[config.mk]
export PLATFORM = sky130hd
export DESIGN_NAME = arc4_sched
export DESIGN_NICKNAME = d
export VERILOG_FILES = /design/src/rtl/arc4_sched.sv
export SDC_FILE = /design/constraint.sdc
export NUM_CORES = 1
export LEC_CHECK = 0
export ABC_AREA = 1
export CAP_MARGIN = 20
export CELL_PAD_IN_SITES_DETAIL_PLACEMENT = 0
export CELL_PAD_IN_SITES_GLOBAL_PLACEMENT = 1
export CORE_UTILIZATION = 30
export DETAILED_ROUTE_END_ITERATION = 8
export PLACE_DENSITY = 0.83
export SYNTH_ARGS = -nofsm -noshare
export SYNTH_HDL_FRONTEND = slang
export SYNTH_SLANG_ARGS = --single-unit
[constraint.sdc]
create_clock -name clk -period 4.25 [get_ports clk]
set_input_delay 0.85 -clock clk [delete_from_list [all_inputs] [get_ports clk]]
set_output_delay 0.85 -clock clk [all_outputs]
set_load 0.05 [all_outputs]
[src/rtl/arc4_sched.sv]
`default_nettype none
// ============================================================================
// Module   : arc4_sched
// Brief    : ARC4 init -> KSA -> PRGA sequencer with S-memory write-port
//            arbiter and per-phase stall watchdog.
// Revision : 1.0  initial release
// ============================================================================
module arc4_sched #(
  parameter int unsigned TIMEOUT = 65535
) (
  input  logic       clk,
  input  logic       rst_n,
  input  logic       en,
  output logic       rdy,
  output logic       done,
  output logic       err,
  output logic [1:0] phase,
  output logic       init_en,
  output logic       ksa_en,
  output logic       prga_en,
  input  logic       init_rdy,
  input  logic       ksa_rdy,
  input  logic       prga_rdy,
  input  logic [7:0] init_addr,
  input  logic [7:0] init_wrdata,
  input  logic       init_wren,
  input  logic [7:0] ksa_addr,
  input  logic [7:0] ksa_wrdata,
  input  logic       ksa_wren,
  input  logic [7:0] prga_addr,
  input  logic [7:0] prga_wrdata,
  input  logic       prga_wren,
  output logic [7:0] s_addr,
  output logic [7:0] s_wrdata,
  output logic       s_wren
);

  typedef enum logic [2:0] {
    S_IDLE      = 3'd0,
    S_LAUNCH    = 3'd1,
    S_WAIT_ACK  = 3'd2,
    S_WAIT_DONE = 3'd3,
    S_DONE      = 3'd4,
    S_ERROR     = 3'd5
  } state_t;

  localparam logic [15:0] c_timeout    = TIMEOUT[15:0];
  localparam logic [15:0] c_wdog_max   = 16'hFFFF;
  localparam logic [1:0]  c_phase_init = 2'd0;
  localparam logic [1:0]  c_phase_last = 2'd2;
  localparam logic [1:0]  c_phase_none = 2'd3;

  state_t      r_state;
  state_t      w_next_state;
  logic [1:0]  r_phase;
  logic [1:0]  w_next_phase;
  logic [15:0] r_wdog;
  logic        w_launch_entry;
  logic        w_run;
  logic        w_sel_rdy;
  logic        w_wdog_fire;

  assign w_run = (r_state == S_LAUNCH) || (r_state == S_WAIT_ACK) ||
                 (r_state == S_WAIT_DONE);

  always_comb begin
    w_sel_rdy = 1'b0;
    case (r_phase)
      2'd0:    w_sel_rdy = init_rdy;
      2'd1:    w_sel_rdy = ksa_rdy;
      2'd2:    w_sel_rdy = prga_rdy;
      default: w_sel_rdy = 1'b0;
    endcase
  end

  // The entry cycle of LAUNCH counts as the first stalled cycle, so the
  // block lands in ERROR exactly TIMEOUT cycles after entering LAUNCH.
  assign w_wdog_fire = (c_timeout != 16'd0) && w_run &&
                       (({1'b0, r_wdog} + 17'd1) == {1'b0, c_timeout});

  always_comb begin
    w_next_state   = r_state;
    w_next_phase   = r_phase;
    w_launch_entry = 1'b0;
    case (r_state)
      S_IDLE: begin
        if (en) begin
          w_next_state   = S_LAUNCH;
          w_next_phase   = c_phase_init;
          w_launch_entry = 1'b1;
        end
      end
      S_LAUNCH: begin
        if (w_sel_rdy) w_next_state = S_WAIT_ACK;
      end
      S_WAIT_ACK: begin
        if (!w_sel_rdy) w_next_state = S_WAIT_DONE;
      end
      S_WAIT_DONE: begin
        if (w_sel_rdy) begin
          if (r_phase < c_phase_last) begin
            w_next_state   = S_LAUNCH;
            w_next_phase   = r_phase + 2'd1;
            w_launch_entry = 1'b1;
          end else begin
            w_next_state = S_DONE;
          end
        end
      end
      S_DONE:  w_next_state = S_IDLE;
      S_ERROR: w_next_state = S_ERROR;
      default: w_next_state = S_IDLE;
    endcase
    if (w_wdog_fire) begin
      w_next_state   = S_ERROR;
      w_next_phase   = r_phase;
      w_launch_entry = 1'b0;
    end
  end

  always_ff @(posedge clk or negedge rst_n) begin
    if (!rst_n) begin
      r_state <= S_IDLE;
      r_phase <= c_phase_init;
      r_wdog  <= 16'd0;
    end else begin
      r_state <= w_next_state;
      r_phase <= w_next_phase;
      if (w_launch_entry) begin
        r_wdog <= 16'd0;
      end else if (w_run && (r_wdog != c_wdog_max)) begin
        r_wdog <= r_wdog + 16'd1;
      end
    end
  end

  always_comb begin
    rdy      = (r_state == S_IDLE);
    done     = (r_state == S_DONE);
    err      = (r_state == S_ERROR);
    phase    = w_run ? r_phase : c_phase_none;
    init_en  = (r_state == S_LAUNCH) && (r_phase == 2'd0) && init_rdy;
    ksa_en   = (r_state == S_LAUNCH) && (r_phase == 2'd1) && ksa_rdy;
    prga_en  = (r_state == S_LAUNCH) && (r_phase == 2'd2) && prga_rdy;
    s_addr   = 8'd0;
    s_wrdata = 8'd0;
    s_wren   = 1'b0;
    // Only the active engine reaches the memory; everything else is dropped.
    if (w_run) begin
      case (r_phase)
        2'd0: begin
          s_addr   = init_addr;
          s_wrdata = init_wrdata;
          s_wren   = init_wren;
        end
        2'd1: begin
          s_addr   = ksa_addr;
          s_wrdata = ksa_wrdata;
          s_wren   = ksa_wren;
        end
        2'd2: begin
          s_addr   = prga_addr;
          s_wrdata = prga_wrdata;
          s_wren   = prga_wren;
        end
        default: begin
          s_addr   = 8'd0;
          s_wrdata = 8'd0;
          s_wren   = 1'b0;
        end
      endcase
    end
  end

endmodule
`default_nettype wire

### Word-level counts from Yosys, hierarchy flattened

Index checks and enable logic that the tools add are counted.

| cells by class | value |
|---|---|
| eq/ne operators | 16 |
| add/subtract/negate cells | 3 |
| reductions and logical operators | 16 |
| mux-type cells | 26 |
| bitwise logic cells | 1 |
| magnitude comparators | 1 |

Operators with widths:

| operator | number |
|---|---|
| case mux 8 bit (3 select lines) | 2 |
| 2-to-1 mux 16 bit | 2 |
| 2-to-1 mux 3 bit | 6 |
| adder 16 x 1 -> 17 bit, second input constant | 1 |
| == test 17 x 16 -> 1 bit, second input constant | 1 |
| adder 16 x 1 -> 16 bit, second input constant | 1 |
| 2-to-1 mux 8 bit | 2 |
| inequality test 16 bit, second input constant | 1 |
| case mux 3 bit (5 select lines) | 1 |
| inequality test 3 bit, second input constant | 3 |
| logical AND 1 bit | 8 |
| 2-to-1 mux 2 bit | 4 |
| == test 3 x 2 -> 1 bit, second input constant | 2 |
| == test 3 bit, second input constant | 2 |
| case mux 1 bit (3 select lines) | 2 |
| 2-to-1 mux 1 bit | 5 |
| AND reduction 5 bit | 1 |
| inequality test 2 bit, second input constant | 2 |
| case mux 2 bit (2 select lines) | 1 |
| AND reduction 4 bit | 1 |
| nonzero test 2 bit | 2 |
| == test 3 x 1 -> 1 bit, second input constant | 1 |
| logical NOT 3 bit | 1 |
| inequality test 3 x 2 -> 1 bit, second input constant | 1 |
| other kinds (9) | 10 |

| word-level totals | value |
|---|---|
| bits of input ports | 57 |
| register bits | 21 |
| logic and storage cells | 66 |
| output and inout bits | 25 |

### Logic depth before layout (Yosys ltp)

Gate-level depths: netlist of the first run.

| depth | value |
|---|---|
| depth after elaboration | 6 |
| depth in mapped cells | 14 |
| mapped depth without buffers | 13 |

### Worst setup path before layout of the first run

No wires, ideal clock.

| path | value |
|---|---|
| path type | register to output |
| start | register r_phase[1] |
| end | output s_addr[0] |
| stages on the path, launching flop included | 7 |
| arrival | 2.146 ns |
| slack | 1.254 ns |
| path through | dfrtp_1 > inv_1 > ha_1 > clkbuf_1 > clkbuf_1 > nand2_1 > a31oi_1 |

| on the way | value |
|---|---|
| cells in the longest elaborated chain, start to end | 3 |

Ends and longest elaborated chain:

| item | RTL line | RTL |
|---|---|---|
| start: declaration | 55 | `logic [1:0] r_phase;` |
| start signal: assignment | 124 | `r_phase <= c_phase_init;` |
| start signal: assignment | 128 | `r_phase <= w_next_phase;` |
| == test 2 bit, or another cell as far along | 150 | `case (r_phase)` |
| case mux 8 bit (3 select lines) * | 150 |  |
| 2-to-1 mux 8 bit * | 149 | `if (w_run) begin` |
| end: declaration | 33 | `output logic [7:0] s_addr,` |

Every way passes the cells marked *; elsewhere a longest branch is shown, timed or not.

### Worst setup path after layout of the first run

| path | value |
|---|---|
| start | register r_phase[1] |
| end | output s_wrdata[5] |

| on the way | value |
|---|---|
| cells in the longest elaborated chain, start to end | 3 |

Ends and longest elaborated chain:

| item | RTL line | RTL |
|---|---|---|
| == test 2 bit, or another cell as far along | 150 |  |
| case mux 8 bit (3 select lines) * | 150 |  |
| 2-to-1 mux 8 bit * | 149 |  |
| end: declaration | 34 | `output logic [7:0] s_wrdata,` |

Marks and branches as above.

==> results.sh, run 1 <==
export IMPL_syn_inst=334
export IMPL_dp_slack_ps=1000
export IMPL_drive_gt1_share_pct=10.2
export IMPL_crit_family="buffers and inverters"
export IMPL_place_port_buffers=81
export IMPL_drtPass1Iterations=5
export IMPL_fin_skew_ps=5.64
export IMPL_fp_dieW_um=85.7
export IMPL_grt_pass1_vias=2052
export IMPL_vias=2291
export IMPL_overflow=0
export IMPL_coreArea_sq_um=6790
export IMPL_r2r_end="r_wdog[3]$_DFFE_PN0P_"
export IMPL_grt_setup_unrepaired="false"
export IMPL_endpoint_kind="output port"
export IMPL_synth_avg_cell_area_sq_um=6.30
export IMPL_grtUsageTotal_pct=15.8
export IMPL_numClockSinks=21
export IMPL_syn_num_nets=397
export IMPL_num_rows=30
export IMPL_slew_viol_final=0
export IMPL_final_common_cell="nand2_1"
export IMPL_rr_startpoint="r_phase[1]$_DFFE_PN0P_"
export IMPL_area_growth_syn_to_layout_pct=44.6
export IMPL_final_cell_mix="nand2_1, clkdlybuf4s50_1, inv_1, nor2_1, dfrtp_1"
export IMPL_synth_seq_cells=21
export IMPL_relSlewSlack_pct=53.7
export IMPL_hold_buffers=0
export IMPL_holdWs_ps=591
export IMPL_critPathCapture="s_wrdata[5]"
export IMPL_ios=82
export IMPL_critPathMaxStageDelay_ps=840
export IMPL_status="finished clean"
export IMPL_via_per_inst=4.53
export IMPL_worst_slack_ps=709
export IMPL_p_per_area_nw_per_um2=130
export IMPL_cts_buffers=3
export IMPL_syn_area_sq_um=2100
export IMPL_grt_max_degree=22
export IMPL_synth_top_area_share_pct=25.0
export IMPL_tightestPinTransition_ps=695
export IMPL_dieHeight_um=85.7
export IMPL_wl_um=5860
export IMPL_dp_cells=501
export IMPL_yosysWarningCount=0
export IMPL_crit_chain="inv_1 > ha_1 > nand2_1 > a31oi_1 > clkdlybuf4s50_1"
export IMPL_peakVddDrop_v=0.000168
export IMPL_grt_pass1_wl_um=9550
export IMPL_clock_latency_ps=260
export IMPL_hold_violations=0
export IMPL_setup_tns_ps=0
export IMPL_crit_type="reg -> out"
export IMPL_cts_resized=0
export IMPL_antenna_found_initial=0
export IMPL_worstPathRequired_ps=3400
export IMPL_maxCapViolCount=0
export IMPL_ys_seq_area_share_pct=25.0
export IMPL_critPathSlowestCell="clkdlybuf4s50_1"
export IMPL_max_freq_ghz=0.282
export IMPL_path_depth=5
export IMPL_fin_crit_ps=3540
export IMPL_crit_arrival_ps=2690
export IMPL_critical_path_startpoint="r_phase[1]$_DFFE_PN0P_"
export IMPL_path_buf_inv=2
export IMPL_start_util_pct=31.0
export IMPL_tritoncts="built"
export IMPL_routedWlPerCell_um=11.6
export IMPL_path_max_fanout=18
export IMPL_synth_area_leaders="dfrtp_1, nand2_1, nor2_4"
export IMPL_gp_congestion=0.815
export IMPL_antenna_cells=0
export IMPL_cts_setup_buffers=0
export IMPL_drt_iter0_drc=59
export IMPL_route_detailed_drc=0
export IMPL_worst_r2r_cell_count=10
export IMPL_fin_cells=506
export IMPL_clockRootBuffer="clkbuf_8"
export IMPL_finalSetupViolCount=0
export IMPL_die_area_sq_um=7350
export IMPL_path_clk_slew_ps=80
export IMPL_min_path_type="reg -> reg"
export IMPL_ys_types=30
export IMPL_htree_levels=1
export IMPL_finish_utilization_pct=44.8
export IMPL_yosysTopAreaCell="dfrtp_1"
export IMPL_ff2ff_setup_slack_ps=1740
export IMPL_nets=474
export IMPL_finalCritPeriodShare_pct=83.3
export IMPL_antenna_left=0
export IMPL_startpoint_type="flop"
export IMPL_leakagePower_nw=1.56
export IMPL_dpl_hpwl_um=4600
export IMPL_cts_buffer_depth=2
## Yosys cell counts (all sizes together)
| library cell | count |
|---|---|
| a21oi | 6 |
| a32o | 1 |
| dfrtp | 21 |
| ha | 6 |
| xor2 | 2 |
| a31oi | 18 |
| nor3 | 1 |
| nand2 | 131 |
| o21ai | 15 |
| nor2 | 56 |
| nand3 | 14 |
| buf | 2 |
| o21bai | 2 |
| o211ai | 1 |
| inv | 42 |
| clkbuf | 8 |
| clkinv | 1 |
| nand4 | 6 |
| nand3b | 1 |
## where the power goes
group	switching (mW)	internal, mW
sequential	0	0.200
combinational	0.0141	0.0482
clock	0.0680	0.0654
## worst min-delay path by stage
stage / startpoint / endpoint / slack [ps] / cells past startpoint
after floorplan: r_phase[0]$_DFFE_PN0P_ / r_phase[0]$_DFFE_PN0P_ / 510 / 2
after global placement: r_phase[0]$_DFFE_PN0P_ / r_phase[0]$_DFFE_PN0P_ / 560 / 2
after detailed placement: r_phase[0]$_DFFE_PN0P_ / r_phase[0]$_DFFE_PN0P_ / 570 / 2
after CTS: r_phase[0]$_DFFE_PN0P_ / r_phase[0]$_DFFE_PN0P_ / 590 / 2
after global routing: r_phase[0]$_DFFE_PN0P_ / r_phase[0]$_DFFE_PN0P_ / 650 / 2
final: r_phase[0]$_DFFE_PN0P_ / r_phase[0]$_DFFE_PN0P_ / 590 / 2
## cell families after synthesis
kind of cell	share of synthesized area (%)
flops	25.0
xor+xnor	0.833
fa+ha+maj	3.57
buf+inv	10.4
simple gates	48.1
compound gates	12.1
## per-layer routing
layer	routed length, um	up-vias	track usage, %
li1	-	1205	-
met1	2790	1039	21.6
met2	2820	43	27.2
met3	213	4	1.44
met4	45	0	3.48
met5	0	-	0
## final cells by class
class / instances / area, sq um
Fill cell: 705 / 3750
Multi-Input combinational cell: 260 / 1360
Timing Repair Buffer: 82 / 826
Sequential cell: 21 / 526
Inverter: 43 / 164
Tap cell: 96 / 120
Clock buffer: 3 / 41.3
Clock inverter: 1 / 5.00
## worst register-to-register path, stage by stage, from the launching register on
cell and delay [ps]:
dfrtp_1 460, inv_1 170, ha_1 630, nand2_1 160
nand3_1 110, nand2_1 50, inv_1 90, a32o_1 270
nand2_4 90, inv_4 280, nor2_1 80
## registers in the layout, indices dropped and copies added, names as in the netlist
register and cells:
r_state 3, r_wdog 16, r_phase 2
## metrics by stage
stage               instance area (sq um)  power, mW
floorplan                            2100      0.209
global placement                     2980      0.264
detailed placement                   2980      0.264
CTS                                  3030      0.401
global route                         3040      0.413
finish                               3040      0.395
Power figures use the tool's default switching activity.
==> run 2: changes to the inputs <==
--- a/config.mk
+++ b/config.mk
@@ -9,9 +9,9 @@
 export CAP_MARGIN = 20
 export CELL_PAD_IN_SITES_DETAIL_PLACEMENT = 0
 export CELL_PAD_IN_SITES_GLOBAL_PLACEMENT = 1
-export CORE_UTILIZATION = 30
+export CORE_UTILIZATION = 27
 export DETAILED_ROUTE_END_ITERATION = 8
-export PLACE_DENSITY = 0.83
+export PLACE_DENSITY = 0.79
 export SYNTH_ARGS = -nofsm -noshare
 export SYNTH_HDL_FRONTEND = slang
 export SYNTH_SLANG_ARGS = --single-unit
==> constraint.sdc (replaced) <==
create_clock -name clk -period 3.2 [get_ports clk]
set_input_delay 0.64 -clock clk [delete_from_list [all_inputs] [get_ports clk]]
set_output_delay 0.64 -clock clk [all_outputs]
set_load 0.05 [all_outputs]
==> results.sh, run 2 (same netlist as run 1, synthesis figures left out) <==
export IMPL_drtPass1Iterations=4
export IMPL_cts_buffers=3
export IMPL_path_max_fanout=12
export IMPL_ff2ff_setup_slack_ps=970
export IMPL_crit_type="reg -> out"
export IMPL_p_clk_share_pct=34.0
export IMPL_drt_iter0_drc=49
export IMPL_crit_arrival_ps=2410
export IMPL_die_area_sq_um=8150
export IMPL_grt_pass1_vias=2279
export IMPL_critPathMaxStageDelay_ps=830
export IMPL_antenna_cells=0
export IMPL_critPathCapture="s_wren"
export IMPL_final_common_cell="nand2_1"
export IMPL_rr_startpoint="r_phase[1]$_DFFE_PN0P_"
export IMPL_min_path_type="reg -> reg"
export IMPL_relSlewSlack_pct=64.8
export IMPL_r2r_end="r_wdog[4]$_DFFE_PN0P_"
export IMPL_critical_path_startpoint="r_phase[1]$_DFFE_PN0P_"
export IMPL_critPathSlowestCell="clkdlybuf4s50_1"
export IMPL_netSwitchingFraction_pct=20.7
export IMPL_dpl_hpwl_um=4840
export IMPL_route_detailed_drc=0
export IMPL_n_fill_cell=803
export IMPL_path_clk_slew_ps=80
export IMPL_p_per_area_nw_per_um2=172
export IMPL_combPwrFrac_pct=15.6
export IMPL_clockRootBuffer="clkbuf_8"
export IMPL_ff_latch_area_sq_um=526
export IMPL_tritoncts="built"
export IMPL_start_util_pct=28.4
export IMPL_status="finished clean"
export IMPL_ios=82
export IMPL_via_per_inst=4.45
export IMPL_switchingPower_uw=109
export IMPL_place_port_buffers=81
export IMPL_dieHeight_um=90.3
export IMPL_grtUsageTotal_pct=15.7
export IMPL_largestRegisters="r_wdog x16, r_state x3, r_phase x2"
export IMPL_top_register="r_wdog"
export IMPL_final_cell_mix="nand2_1, clkdlybuf4s50_1, inv_1, nor2_1, dfrtp_1"
export IMPL_hp_start="r_phase[0]$_DFFE_PN0P_"
export IMPL_wl_um=6050
export IMPL_multiInputGateArea_sq_um=1360
export IMPL_area_growth_syn_to_layout_pct=45.3
export IMPL_clock_latency_ps=260
export IMPL_max_freq_ghz=0.328
export IMPL_routedWlPerCell_um=11.8
export IMPL_startpoint_type="flop"
export IMPL_tightestPinTransition_ps=526
export IMPL_antenna_left=0
export IMPL_slew_viol_final=0
export IMPL_vias=2286
export IMPL_p_int_uw=417
export IMPL_grt_max_degree=22
export IMPL_fin_crit_ps=3050
export IMPL_numClockSinks=21
export IMPL_grt_setup_unrepaired="false"
export IMPL_seq_power_share_pct=50.4
export IMPL_cts_buffer_depth=2
export IMPL_htree_levels=1
export IMPL_finalSetupViolCount=0
export IMPL_hold_violations=0
export IMPL_drive_gt1_share_pct=14.0
export IMPL_maxCapViolCount=0
export IMPL_grt_pass1_wl_um=10700
export IMPL_largest_reg_flops=16
export IMPL_worstPathRequired_ps=2560
export IMPL_coreArea_sq_um=7410
export IMPL_finalCritPeriodShare_pct=95.2
export IMPL_endpoint_kind="output port"
export IMPL_fp_dieW_um=90.3
export IMPL_worst_r2r_cell_count=10
export IMPL_peakVddDrop_v=0.000141
export IMPL_overflow=0
export IMPL_crit_chain="inv_1 > ha_1 > nand2_1 > a31oi_1 > clkdlybuf4s50_1"
export IMPL_nets=479
export IMPL_setup_tns_ps=0
export IMPL_finish_utilization_pct=41.2
export IMPL_num_rows=31
export IMPL_gp_congestion=0.831
export IMPL_leakagePower_nw=1.65
export IMPL_fin_skew_ps=3.39
export IMPL_antenna_found_initial=0
run 2: area by class of cell:
type / instances / share of cell area, %
multi-input cells: 260 / 44.6
repair buffers: 87 / 27.4
flip-flops and latches: 21 / 17.2
inverters: 43 / 5.36
well taps: 99 / 4.05
clock buffers: 4 / 1.47
run 2: timing repair:
action                                  in CTS  in global routing
hold buffers                                 0                  0
gates resized for setup                      0                  4
endpoints found under the setup margin       0                  4
setup buffers                                0                  0
run 2: per-layer routing:
| metal | up-vias | share of wire [%] | GRT usage, % | routed length (um) |
|---|---|---|---|---|
| li1 | 1215 | - | - | - |
| met1 | 1024 | 47 | 20.1 | 2860 |
| met2 | 43 | 49 | 28.6 | 2960 |
| met3 | 4 | 3.1 | 1.35 | 187 |
| met4 | 0 | 0.61 | 3.09 | 37 |
| met5 | - | 0 | 0 | 0 |
run 2: worst max-delay path, delay by kind of cell, from the launching register on:
kind / cells / cell delay, ps
AO/OA/AOI/OAI: 1 / 180
adder cells (fa/ha/maj): 1 / 460
buffers and inverters: 2 / 970
flip-flops: 1 / 440
AND/OR/NAND/NOR: 1 / 100
run 2: power groups by stage:
stage	Combinational, mW	Clock, mW	Sequential, mW
after floorplan	0.00685	0	0.270
after global placement	0.0809	0	0.270
after detailed placement	0.0817	0	0.270
after CTS	0.0826	0.184	0.265
after global routing	0.0890	0.197	0.265
final	0.0821	0.178	0.265
run 2: worst min path at each step:
stage               cells past startpoint  slack, ps                     end
detailed placement                      2        570  r_phase[0]$_DFFE_PN0P_
finish                                  2        570  r_phase[0]$_DFFE_PN0P_
floorplan                               0        340  r_phase[0]$_DFFE_PN0P_
global placement                        2        560  r_phase[1]$_DFFE_PN0P_
CTS                                     2        590  r_phase[0]$_DFFE_PN0P_
global route                            2        640  r_phase[1]$_DFFE_PN0P_
run 2: metrics by stage:
| stage | cell area, sq um | cells | setup slack, ps | total power [mW] | hold slack, ps |
|---|---|---|---|---|---|
| after floorplan | 2100 | 334 | 414 | 0.277 | 344 |
| after global placement | 3000 | 510 | 407 | 0.351 | 557 |
| after detailed placement | 3000 | 510 | 354 | 0.352 | 568 |
| after CTS | 3050 | 514 | 68.5 | 0.531 | 587 |
| after global routing | 3060 | 514 | 15.3 | 0.551 | 639 |
| final | 3060 | 514 | 152 | 0.526 | 572 |
